## config.mk

```make
export PLATFORM = sky130hd
export DESIGN_NAME = wb_select_pipe
export DESIGN_NICKNAME = d
export VERILOG_FILES = /design/src/rtl/wb_select_pipe_pkg.sv /design/src/rtl/wb_select_pipe_load_align.sv /design/src/rtl/wb_select_pipe.sv
export SDC_FILE = /design/constraint.sdc
export NUM_CORES = 1
export LEC_CHECK = 0
export BUFFER_PORTS_ARGS = -buffer_cell sky130_fd_sc_hd__buf_2
export CORE_UTILIZATION = 28
export CTS_BUF_LIST = sky130_fd_sc_hd__clkbuf_8
export CTS_CLUSTER_DIAMETER = 80
export DETAILED_ROUTE_END_ITERATION = 8
export GPL_TIMING_DRIVEN = 1
export SLEW_MARGIN = 20
export SYNTH_ARGS = -nofsm -noshare
export SYNTH_HDL_FRONTEND = slang
export SYNTH_HIERARCHICAL = 1
export SYNTH_SLANG_ARGS = --single-unit
export TNS_END_PERCENT = 30
```

## constraint.sdc

```tcl
create_clock -name clk_i -period 3.67 [get_ports clk_i]
set_input_delay 0.734 -clock clk_i [delete_from_list [all_inputs] [get_ports clk_i]]
set_output_delay 0.734 -clock clk_i [all_outputs]
set_load 0.01 [all_outputs]
```

## src/rtl/wb_select_pipe_pkg.sv

```systemverilog
// wb_select_pipe_pkg: shared encodings and default memory map for the writeback pipe
//   wb_sel_e      writeback source select (NONE/ALU/MEM/PC)
//   F3_*          load funct3 encodings
//   DEF_*         default width and tag-decode parameters
package wb_select_pipe_pkg;
   typedef enum logic [1:0] {
      WB_NONE = 2'b00,
      WB_ALU  = 2'b01,
      WB_MEM  = 2'b10,
      WB_PC   = 2'b11
   } wb_sel_e;
   localparam logic [2:0] F3_LB  = 3'b000;
   localparam logic [2:0] F3_LH  = 3'b001;
   localparam logic [2:0] F3_LW  = 3'b010;
   localparam logic [2:0] F3_LBU = 3'b100;
   localparam logic [2:0] F3_LHU = 3'b101;
   localparam int DEF_XLEN  = 32;
   localparam int DEF_N_SRC = 3;
   localparam int DEF_TAG_W = 4;
   // src0 dmem, src1 bios, src2 io; src0 sits in the LSBs
   localparam logic [DEF_N_SRC*DEF_TAG_W-1:0] DEF_SRC_TAG  = {4'b1000, 4'b0100, 4'b0001};
   localparam logic [DEF_N_SRC*DEF_TAG_W-1:0] DEF_SRC_MASK = {4'b1111, 4'b1111, 4'b1101};
endpackage

```

## src/rtl/wb_select_pipe_load_align.sv

```systemverilog
// wb_select_pipe_load_align: combinational load byte/half/word extraction and extension
//   word_i      raw 32-bit word from the selected source
//   lo_i        address bits [1:0]
//   funct3_i    load type
//   data_o      aligned, extended data (0 when misalign_o)
//   misalign_o  misaligned access or undefined load type
module wb_select_pipe_load_align
   import wb_select_pipe_pkg::*;
#(
   parameter int XLEN = DEF_XLEN
) (
   input  logic [XLEN-1:0] word_i,
   input  logic [1:0]      lo_i,
   input  logic [2:0]      funct3_i,
   output logic [XLEN-1:0] data_o,
   output logic            misalign_o
);
   logic [7:0]      byte_w;
   logic [15:0]     half_w;
   logic [XLEN-1:0] ext_w;
   assign byte_w = word_i[{lo_i, 3'b000} +: 8];
   assign half_w = lo_i[1] ? word_i[16 +: 16] : word_i[0 +: 16];
   assign ext_w  = (funct3_i == F3_LB)  ? {{(XLEN-8){byte_w[7]}}, byte_w} :
                   (funct3_i == F3_LBU) ? {{(XLEN-8){1'b0}}, byte_w} :
                   (funct3_i == F3_LH)  ? {{(XLEN-16){half_w[15]}}, half_w} :
                   (funct3_i == F3_LHU) ? {{(XLEN-16){1'b0}}, half_w} :
                   (funct3_i == F3_LW)  ? word_i : '0;
   // undefined funct3 is folded into the error flag so the caller sees one fault bit
   assign misalign_o = (((funct3_i == F3_LH) || (funct3_i == F3_LHU)) && lo_i[0]) ||
                       ((funct3_i == F3_LW) && (lo_i != 2'b00)) ||
                       !((funct3_i == F3_LB) || (funct3_i == F3_LBU) || (funct3_i == F3_LH) ||
                         (funct3_i == F3_LHU) || (funct3_i == F3_LW));
   assign data_o = misalign_o ? '0 : ext_w;
endmodule

```

## src/rtl/wb_select_pipe.sv

```systemverilog
// wb_select_pipe: two-stage writeback with tag-decoded memory select, load alignment and stall hold
//   clk_i, rst_ni                 clock, synchronous active-low reset
//   x_*_i                         instruction entering stage 1
//   mem_rdata_i                   per-source read data, valid the cycle after issue
//   stall_i, flush_i              hold both stages / kill stage 1
//   fwd1_*_o, load_use_o          stage-1 bypass and load-use hazard
//   wb_*_o                        stage-2 register-file write
module wb_select_pipe
   import wb_select_pipe_pkg::*;
#(
   parameter int                         XLEN     = DEF_XLEN,
   parameter int                         N_SRC    = DEF_N_SRC,
   parameter int                         TAG_W    = DEF_TAG_W,
   parameter logic [N_SRC*TAG_W-1:0]     SRC_TAG  = DEF_SRC_TAG,
   parameter logic [N_SRC*TAG_W-1:0]     SRC_MASK = DEF_SRC_MASK
) (
   input  logic                  clk_i,
   input  logic                  rst_ni,
   input  logic                  x_valid_i,
   input  logic [1:0]            x_wb_sel_i,
   input  logic [4:0]            x_rd_i,
   input  logic [2:0]            x_funct3_i,
   input  logic [XLEN-1:0]       x_addr_i,
   input  logic [XLEN-1:0]       x_pc_plus4_i,
   input  logic [N_SRC*XLEN-1:0] mem_rdata_i,
   input  logic                  stall_i,
   input  logic                  flush_i,
   output logic                  fwd1_valid_o,
   output logic [4:0]            fwd1_rd_o,
   output logic [XLEN-1:0]       fwd1_data_o,
   output logic                  load_use_o,
   output logic                  wb_valid_o,
   output logic                  wb_we_o,
   output logic [4:0]            wb_rd_o,
   output logic [XLEN-1:0]       wb_data_o,
   output logic                  wb_err_o
);
   logic            s1_valid_q, hold_valid_q, s2_valid_q, s2_err_q;
   wb_sel_e         s1_sel_q, s2_sel_q;
   logic [4:0]      s1_rd_q, s2_rd_q;
   logic [2:0]      s1_f3_q;
   logic [1:0]      s1_lo_q;
   logic [TAG_W-1:0] s1_tag_q;
   logic [XLEN-1:0] s1_alu_q, s1_pc4_q, hold_word_q, s2_data_q;
   logic [XLEN-1:0] raw_w, al_data_w, s2_data_d;
   logic            hit_w, al_bad_w, s2_err_d;
   // descending scan so the lowest-index hit is the one left standing
   always_comb begin
      raw_w = '0;
      hit_w = 1'b0;
      for (int i = N_SRC-1; i >= 0; i--)
         if ((s1_tag_q & SRC_MASK[i*TAG_W +: TAG_W]) == SRC_TAG[i*TAG_W +: TAG_W]) begin
            raw_w = mem_rdata_i[i*XLEN +: XLEN];
            hit_w = 1'b1;
         end
   end
   wb_select_pipe_load_align #(.XLEN(XLEN)) u_align (
      .word_i    (hold_valid_q ? hold_word_q : raw_w),
      .lo_i      (s1_lo_q),
      .funct3_i  (s1_f3_q),
      .data_o    (al_data_w),
      .misalign_o(al_bad_w)
   );
   assign s2_err_d  = (s1_sel_q == WB_MEM) && (!hit_w || al_bad_w);
   assign s2_data_d = (s1_sel_q == WB_ALU) ? s1_alu_q :
                      (s1_sel_q == WB_PC)  ? s1_pc4_q :
                      ((s1_sel_q == WB_MEM) && !s2_err_d) ? al_data_w : '0;
   always_ff @(posedge clk_i) begin
      if (!rst_ni) begin
         s1_valid_q   <= 1'b0;
         s1_sel_q     <= WB_NONE;
         s1_rd_q      <= '0;
         s1_f3_q      <= '0;
         s1_lo_q      <= '0;
         s1_tag_q     <= '0;
         s1_alu_q     <= '0;
         s1_pc4_q     <= '0;
         hold_valid_q <= 1'b0;
         hold_word_q  <= '0;
      end else if (flush_i) begin
         s1_valid_q   <= 1'b0;
         hold_valid_q <= 1'b0;
      end else if (!stall_i) begin
         s1_valid_q   <= x_valid_i;
         hold_valid_q <= 1'b0;
         if (x_valid_i) begin
            s1_sel_q <= wb_sel_e'(x_wb_sel_i);
            s1_rd_q  <= x_rd_i;
            s1_f3_q  <= x_funct3_i;
            s1_lo_q  <= x_addr_i[1:0];
            s1_tag_q <= x_addr_i[XLEN-1 -: TAG_W];
            s1_alu_q <= x_addr_i;
            s1_pc4_q <= x_pc_plus4_i;
         end
      end else if (s1_valid_q && (s1_sel_q == WB_MEM) && !hold_valid_q) begin
         // read data is only guaranteed for one cycle, so capture it on stall entry
         hold_valid_q <= 1'b1;
         hold_word_q  <= raw_w;
      end
   end
   always_ff @(posedge clk_i) begin
      if (!rst_ni) begin
         s2_valid_q <= 1'b0;
         s2_sel_q   <= WB_NONE;
         s2_rd_q    <= '0;
         s2_data_q  <= '0;
         s2_err_q   <= 1'b0;
      end else if (!stall_i) begin
         s2_valid_q <= s1_valid_q && !flush_i;
         s2_sel_q   <= s1_sel_q;
         s2_rd_q    <= s1_rd_q;
         s2_data_q  <= s2_data_d;
         s2_err_q   <= s2_err_d;
      end
   end
   assign fwd1_valid_o = s1_valid_q && ((s1_sel_q == WB_ALU) || (s1_sel_q == WB_PC)) && (s1_rd_q != 5'd0);
   assign fwd1_rd_o    = s1_rd_q;
   assign fwd1_data_o  = (s1_sel_q == WB_PC) ? s1_pc4_q : s1_alu_q;
   assign load_use_o   = s1_valid_q && (s1_sel_q == WB_MEM) && (s1_rd_q != 5'd0);
   assign wb_valid_o   = s2_valid_q;
   assign wb_we_o      = s2_valid_q && (s2_sel_q != WB_NONE) && (s2_rd_q != 5'd0) && !s2_err_q;
   assign wb_rd_o      = s2_rd_q;
   assign wb_data_o    = s2_data_q;
   assign wb_err_o     = s2_valid_q && s2_err_q;
endmodule

```

Yosys cells after proc, flatten, opt, wreduce, memory -nomap -nowiden
Index checks and enable logic that the tools add are counted.

Shifts and indexed selects: 1. Eq/ne operators: 10. Bitwise operators: 3. Multipliers: 0. Divide/modulo/power cells: 0. Muxes and demuxes: 18. Add/subtract/negate cells: 0. Reduce and logical (&&, ||, !) cells: 38. Order comparisons: 0.

Operators by type and width (number): $mux W32 (14); $shiftx A32 B6 Y8 (1); $mux W16 (1); $logic_and A1 B1 Y1 (14); $reduce_bool A5 Y1 (2); $logic_or A1 B1 Y1 (9); $eq A3 B1 Y1 const B (2); $eq A3 B3 Y1 const B (2); $logic_not A1 Y1 (6); $reduce_and A3 Y1 (2); $eq A2 B2 Y1 const B (2); $eq A4 B3 Y1 const B (1); $eq A4 B4 Y1 const B (1); $reduce_bool A2 Y1 (2); $eq A3 B2 Y1 const B (1); $logic_not A3 Y1 (1); $mux W1 (3); $not A1 Y1 (3); $reduce_or A3 Y1 (1); $eq A2 B1 Y1 const B (1); $reduce_or A2 Y1 (1).

Memories kept: 0. Word-level logic and storage cells: 85. Latch bits: 0. ROM bits: 0. Bits of input ports: 175. RAM bits: 0. Output and inout bits: 79. Flip-flop bits (word level): 155.

Logic depth before layout (Yosys ltp)
Gate-level depths: netlist of the first run.

Word-level depth: 14. Depth in mapped cells: 14. Mapped depth without buffers: 10.

Modules after synthesis
Netlist of the first run, hierarchy kept.

By module, submodules not included: wb_select_pipe (cells an instance 1049, instances 1, area each 8470.6 um^2, seq. area each 2982.9 um^2); wb_select_pipe_load_align (cells an instance 123, instances 1, area each 870.8 um^2, seq. area each 0.0 um^2).

Worst setup path after synthesis of the first run
OpenSTA, ideal clock, no wires.

Path type: register -> register. Start point: register s1_tag_q[0]. End point: register s2_data_q[21] (netlist: wb_data_o[21]). Setup slack: 1.003 ns. Required time: 3.600 ns. Buffers on the path: 4. Clock period less this slack: 2.667 ns. Setup time: 0.070 ns. Stages on the path, launching flop included: 15. Arrival time: 2.597 ns. Cells stage by stage: dfxtp_1 -> buf_2 -> nor4b_4 -> buf_4 -> buf_2 -> a21oi_1 -> a21oi_1 -> mux2_2 -> o2bb2ai_1 -> nand2_1 -> buf_6 -> o21ai_2 -> nor4bb_1 -> o31ai_1 -> a21oi_1.

Cells in the longest elaborated chain, start to end: 14. Elaborated cells between the ends (all ways): 26. Those cells by class: eq/ne (3); shift (1); mux (17); reduce/logical (5).

RTL lines: start: declaration (line wb_select_pipe.sv:43) `logic [TAG_W-1:0] s1_tag_q;`; start signal: assignment (line wb_select_pipe.sv:91) `s1_tag_q <= x_addr_i[XLEN-1 -: TAG_W];`; $eq A4 B4 Y1 (line wb_select_pipe.sv:52) `if ((s1_tag_q & SRC_MASK[i*TAG_W +: TAG_W]) == SRC_TAG[i*TAG_W +: TAG_W]) begin`; $mux W32 (2 in series) (line wb_select_pipe.sv:52); $mux W32 (*) (line wb_select_pipe.sv:52); $mux W32 (*) (line wb_select_pipe.sv:58) `.word_i (hold_valid_q ? hold_word_q : raw_w),`; branches (longest 4 deep; another with $shiftx A32 B6 Y8); $mux W32 (*) (line wb_select_pipe_load_align.sv:23) `assign ext_w = (funct3_i == F3_LB) ? {{(XLEN-8){byte_w[7]}}, byte_w} :`; $mux W32 (*) (line wb_select_pipe_load_align.sv:33) `assign data_o = misalign_o ? '0 : ext_w;`; via al_data_w[21] (line wb_select_pipe.sv:45) `logic [XLEN-1:0] raw_w, al_data_w, s2_data_d;`; $mux W32 (*) (line wb_select_pipe.sv:67) `((s1_sel_q == WB_MEM) && !s2_err_d) ? al_data_w : '0;`; $mux W32 (*) (line wb_select_pipe.sv:66) `(s1_sel_q == WB_PC) ? s1_pc4_q :`; $mux W32 (*) (line wb_select_pipe.sv:65) `assign s2_data_d = (s1_sel_q == WB_ALU) ? s1_alu_q :`; end signal: assignment (line wb_select_pipe.sv:112) `s2_data_q <= s2_data_d;`; end: declaration (line wb_select_pipe.sv:44) `logic [XLEN-1:0] s1_alu_q, s1_pc4_q, hold_word_q, s2_data_q;`.

Mark *: on every way through the listed nets, which the timed path passes. A chain may end at the register's enable or synchronous reset.

Final worst setup path of the first run
Start point: register s1_tag_q[0]. End point: register s2_data_q[24] (netlist: wb_data_o[24]).

The elaborated chain is that of the path after synthesis.

==> results.ini, run 1 <==
[status]
status = completed

[timing]
rsz0062_at_grt = no
setup_viol = 0
tightest_slew_ns = 1.081
holdWs_ns = 0.4682
hold_violations = 0
finalCriticalPeriod_ns = 3.341
slew_headroom_pct = 27.92
finalSetupTns_ns = 0
fin_crit_sh_pct = 91.04
max_freq_mhz = 299.3
fin_skew_ns = 0.02360
slew_viol_final = 0

[cells_and_area]
final_layout_size_suffix_gt1_share_pct = 31.37
multi_input_area_sq_mm = 0.005793
post-route-util_pct = 34.39
fillers = 3537
finalNetCount = 1518
seqCellArea_sq_mm = 0.002989
synthToLayoutAreaGrowth_pct = 20.40
design_area_sq_mm = 0.01125

[power]
irDropWorstVdd_mv = 0.2057
p_leak_nw = 4.385
power_density_mw_per_mm2 = 321.4

[global_routing]
grt_pass1_vias = 8569
grt_overflow = 0
grt_usage_pct = 19.31
antenna_found_initial = 5
grt_max_degree = 94
grt_pass1_wl_mm = 50.70

[floorplan]
initial_core_util_pct = 28.57
io_pins = 254
die_area_sq_mm = 0.03410
die-height_um = 184.7
core_area_sq_mm = 0.03270
rows = 66
die_w_um = 184.7

[worst_setup_path]
startpoint_type = flop
critical_path.endpoint_type = flop
r2r_end = wb_data_o[24]
crit_start = s1_tag_q[0]
crit_chain = buf_4, nand3b_1, a21o_1, a21oi_1, mux2_2, o2bb2ai_1, nand2_1, o21ai_2, nor4bb_1, o31ai_1, a21oi_1
path_common_cell = a21oi_1
reg2reg_depth = 11
r2r_start = s1_tag_q[0]
slowest_stage = dfxtp_2
crit_type = reg2reg
cp.required_ns = 4.07
r2r_setup_slack_ns = 0.33
crit_end = wb_data_o[24]
crit_fanout = 31
slowest_delay_ns = 0.55
critPathArrivalTime_ns = 3.74

[worst_hold_path]
min_path_type = reg2reg

[yosys]
ys_seq_area_share_pct = 31.93
ys_seq_elements = 149
syn_area_per_cell_sq_um = 7.971
synthesis.nets = 1347
yosys.area.top_type = dfxtp_1
synth_edf_count = 0
synth_common_cells = a21oi_1 (265), nand2_1 (194), dfxtp_1 (149)
synth-async-reset-ratio_pct = 0
ys_warn_count = 6
syn_area_sq_mm = 0.009341
synth_cells = 1172
synthFlopType = dfxtp_1
netlist.area_leader.share_pct = 31.93
synth_cell_type_count = 47
ys_top_cells_by_area = dfxtp_1 (32%), a21oi_1 (14%), mux2_2 (8.7%)
synth_most_common_cell = a21oi_1

[place]
portBuffers = 253
hpwl_mm = 23.67
place_congestion = 0.8302
place_area_sq_mm = 0.01084

[clocking]
holdBufCountCts = 0
cts.sinks = 149
insertion_delay_ns = 0.47
path_clk_slew_ns = 0.09
clk_path_buf_depth = 2
cts_root_buf = clkbuf_8
numCtsBuffers = 17
htreeDepth = 4
cts_tree = yes
cts_resized = 0
postCtsSetupRepairBufs = 0

[drt]
finalWirelength_mm = 33.83
wl_per_cell_um = 18.80
drt_iter0_markers = 865
drc = 0
vias_per_cell = 5.228
drtAntennaViolNets = 0
vias = 9406
dr.pass1.iters = 5

[run]
maxCapViolCount = 0

## registers in the layout, summed over array words and instances (netlist names), 2 cells and up
signal	count
fwd1_rd_o	5
hold_word_q	32
s1_alu_q	27
s1_f3_q	3
s1_pc4_q	32
s1_sel_q	2
s1_tag_q	4
s2_sel_q	2
wb_data_o	32
wb_rd_o	5
## kinds of logic after synthesis
group	synth area share, %
compound gates	27.70
flops	31.93
buf+inv	6.509
simple gates	23.59
mux	10.27
## cell usage in the layout (no fill, tap or decap), types with 2 or more instances in the layout
| master | count |
|---|---|
| dfxtp_2 | 5 |
| o31ai_1 | 32 |
| a21o_1 | 32 |
| nor4bb_1 | 32 |
| o21ai_0 | 47 |
| mux2i_1 | 10 |
| dfxtp_1 | 144 |
| nor3b_1 | 2 |
| or4_1 | 3 |
| buf_2 | 253 |
| nand2_1 | 193 |
| a222oi_1 | 5 |
| clkbuf_8 | 19 |
| or3b_2 | 2 |
| clkinvlp_4 | 3 |
| mux2_2 | 72 |
| nor2b_1 | 35 |
| a21oi_1 | 265 |
| buf_4 | 29 |
| diode_2 | 2 |
| inv_6 | 3 |
| inv_1 | 3 |
| bufinv_16 | 2 |
| o21ai_2 | 10 |
| a311oi_1 | 24 |
| o32ai_1 | 2 |
| nor2b_2 | 2 |
| a311oi_2 | 8 |
| nand2b_1 | 3 |
| nor4b_4 | 2 |
| and2_1 | 4 |
| nor2_1 | 22 |
| nand3b_1 | 33 |
| clkinv_4 | 4 |
| nand4bb_1 | 32 |
## cell type report
class / instances / share of cell area [%]
diodes: 2 / 0.04450
clock buffers: 19 / 2.325
clock inverters: 12 / 1.279
inverters: 4 / 0.1557
multi-input cells: 889 / 51.51
flip-flops and latches: 149 / 26.58
well taps: 442 / 4.917
repair buffers: 282 / 13.19
## power by group
| group | switching (W) | internal, W |
|---|---|---|
| combinational | 0.000326 | 0.000234 |
| clock | 0.000706 | 0.000647 |
| sequential | 0.0000389 | 0.00166 |
| total | 0.00107 | 0.00254 |
## per-stage QoR
step / total power [W] / instances / setup slack (ns)
2_1_floorplan: 0.002055 / 1172 / 1.003
3_3_place_gp: 0.002297 / 1766 / 0.5376
3_5_place_dp: 0.002298 / 1766 / 0.4557
4_1_cts: 0.003664 / 1797 / 0.4050
5_1_grt: 0.003787 / 1798 / 0.01624
6_report: 0.003615 / 1799 / 0.3289
## layer usage
metal | vias to the layer above | routed length, um | track usage (%) | part of all wire (%)
met5 | - | 32 | 0 | 0.095
met3 | 31 | 2619 | 4.485 | 7.7
met4 | 6 | 420 | 4.926 | 1.2
met2 | 373 | 14530 | 28.15 | 43
met1 | 4396 | 16220 | 28.15 | 48
li1 | 4600 | - | - | -
## worst max-delay path, delay by kind of cell (launching register included)
| kind | cells | cell delay [ns] |
|---|---|---|
| compound gates | 6 | 1.21 |
| simple gates | 3 | 0.92 |
| flops | 1 | 0.55 |
| buf+inv | 1 | 0.34 |
| mux | 1 | 0.24 |
## how the worst min path moves through the flow
stage	startpoint	end	slack (ns)	cells after the start
3_5_place_dp	s1_pc4_q[22]	s1_pc4_q[22]	0.46	2
3_3_place_gp	s1_alu_q[13]	s1_alu_q[13]	0.45	2
5_1_grt	x_pc_plus4_i[15]	s1_pc4_q[15]	0.46	3
4_1_cts	x_pc_plus4_i[20]	s1_pc4_q[20]	0.46	3
2_1_floorplan	s1_alu_q[10]	s1_alu_q[10]	0.44	2
6_report	s1_alu_q[23]	s1_alu_q[23]	0.47	2
Power figures use the tool's default switching activity.
==> run 2, diff against run 1 <==
--- a/config.mk
+++ b/config.mk
@@ -5,11 +5,11 @@
 export SDC_FILE = /design/constraint.sdc
 export NUM_CORES = 1
 export LEC_CHECK = 0
-export BUFFER_PORTS_ARGS = -buffer_cell sky130_fd_sc_hd__buf_2
 export CORE_UTILIZATION = 28
 export CTS_BUF_LIST = sky130_fd_sc_hd__clkbuf_8
 export CTS_CLUSTER_DIAMETER = 80
 export DETAILED_ROUTE_END_ITERATION = 8
+export DONT_BUFFER_PORTS = 1
 export GPL_TIMING_DRIVEN = 1
 export SLEW_MARGIN = 20
 export SYNTH_ARGS = -nofsm -noshare
==> results.ini, run 2 (synthesized netlist as in run 1, its figures left out) <==
[status]
status = completed

[global_routing]
grt_usage_pct = 19.35
antenna_found_initial = 1
grt_max_degree = 96
grt_pass1_vias = 7952
grt_pass1_wl_mm = 49.59
grt_overflow = 0

[drt]
dr.pass1.iters = 5
drtAntennaViolNets = 0
vias = 8560
vias_per_cell = 5.523
drc = 0
finalWirelength_mm = 33.52
drt_iter0_markers = 616
wl_per_cell_um = 21.62

[power]
p_leak_nw = 3.316
power_density_mw_per_mm2 = 351.9
p_seq_share_pct = 48.7
p_int_w = 0.002459
pwr-share-clk_pct = 39.9
irDropWorstVdd_mv = 0.3257
p_switching_w = 0.001074
combPwrFrac_pct = 11.5
switching_share_pct = 30.39

[worst_setup_path]
crit_fanout = 29
path_buf_inv = 1
cp.required_ns = 4.09
slowest_stage = dfxtp_2
critPathArrivalTime_ns = 3.81
r2r_setup_slack_ns = 0.27
crit_chain = buf_4, nand4bb_1, a21o_1, a21oi_1, mux2_2, o2bb2ai_1, nand2_1, o21ai_0, nor4bb_1, o31ai_1, a21oi_1
critical_path.endpoint_type = flop
startpoint_type = flop
path_common_cell = a21oi_1
crit_type = reg2reg
path_delay_family = compound AO/OA/AOI/OAI gates
slowest_delay_ns = 0.57

[run]
maxCapViolCount = 0

[floorplan]
initial_core_util_pct = 28.57
die-height_um = 184.7
die_area_sq_mm = 0.03410
core_area_sq_mm = 0.03270
io_pins = 254
die_w_um = 184.7
rows = 66

[clocking]
numCtsBuffers = 17
htreeDepth = 4
cts_root_buf = clkbuf_8
clk_path_buf_depth = 2
holdBufCountCts = 0
cts_tree = yes
insertion_delay_ns = 0.50
cts_resized = 0
postCtsSetupRepairBufs = 0
cts.sinks = 149
path_clk_slew_ns = 0.10

[timing]
hold_violations = 0
finalSetupTns_ns = 0
tightest_slew_ns = 1.013
setup_viol = 0
finalCriticalPeriod_ns = 3.397
fin_crit_sh_pct = 92.56
max_freq_mhz = 294.4
slew_headroom_pct = 32.04
rsz0062_at_grt = no
fin_skew_ns = 0.02791
slew_viol_final = 0

[place]
hpwl_mm = 23.55
place_area_sq_mm = 0.009620
place_congestion = 0.8643
dp.cells = 1516
portBuffers = 0

[cells_and_area]
layout_commonest_cell = a21oi_1
synthToLayoutAreaGrowth_pct = 7.461
finalNetCount = 1268
fin_cells = 1550
design_area_sq_mm = 0.01004
fillers = 3526
layout_common_cells = a21oi_1 (265), nand2_1 (193), dfxtp_1 (144)
multi_input_area_sq_mm = 0.005796
post-route-util_pct = 30.70
seqCellArea_sq_mm = 0.002989
final_layout_size_suffix_gt1_share_pct = 15.91

[worst_hold_path]
min_path_type = in2reg

run 2: layout make-up:
type	instances	share of cell area (%)
Antenna cell	2	0.04986
Clock buffer	18	2.468
Clock inverter	14	1.645
Inverter	4	0.1745
Multi-Input combinational cell	889	57.73
Sequential cell	149	29.78
Tap cell	442	5.509
Timing Repair Buffer	32	2.642
run 2: worst register-to-register path, delay by kind of cell (launching register included):
family,cells,cell delay [ns]
simple gates,3,0.87
buf+inv,1,0.33
flops,1,0.57
compound gates,6,1.30
mux,1,0.27
run 2: layer usage:
metal / track usage, % / part of all wire, % / up-vias
met3: 7.726 / 11 / 23
met1: 25.46 / 45 / 4074
met4: 4.727 / 1.2 / 0
li1: - / - / 4106
met2: 29.27 / 43 / 357
met5: 0 / 0 / -
run 2: stage by stage:
| step | hold slack, ns | power (W) | setup WS, ns |
|---|---|---|---|
| after detailed placement | 0.4565 | 0.002160 | 0.4225 |
| after floorplan | 0.4434 | 0.002055 | 1.003 |
| after global routing | 0.2695 | 0.003694 | 0.03663 |
| final | 0.3147 | 0.003533 | 0.2729 |
| after global placement | 0.4519 | 0.002157 | 0.5092 |
| after CTS | 0.2604 | 0.003583 | 0.3735 |
run 2: final timing paths:
kind           startpoint             to  depth (start not counted)
max           s1_tag_q[2]  wb_data_o[18]                         11
min               flush_i     s1_valid_q                          1
max reg2reg   s1_tag_q[2]  wb_data_o[18]                         11
min reg2reg  s1_alu_q[14]   s1_alu_q[14]                          2
run 2: power by group through the flow:
stage | Clock, W | Combinational, W | Sequential, W
detailed placement | 0 | 0.000403 | 0.00176
CTS | 0.00146 | 0.000405 | 0.00172
finish | 0.00141 | 0.000405 | 0.00172
global route | 0.00152 | 0.000443 | 0.00173
global placement | 0 | 0.000401 | 0.00176
floorplan | 0 | 0.000324 | 0.00173
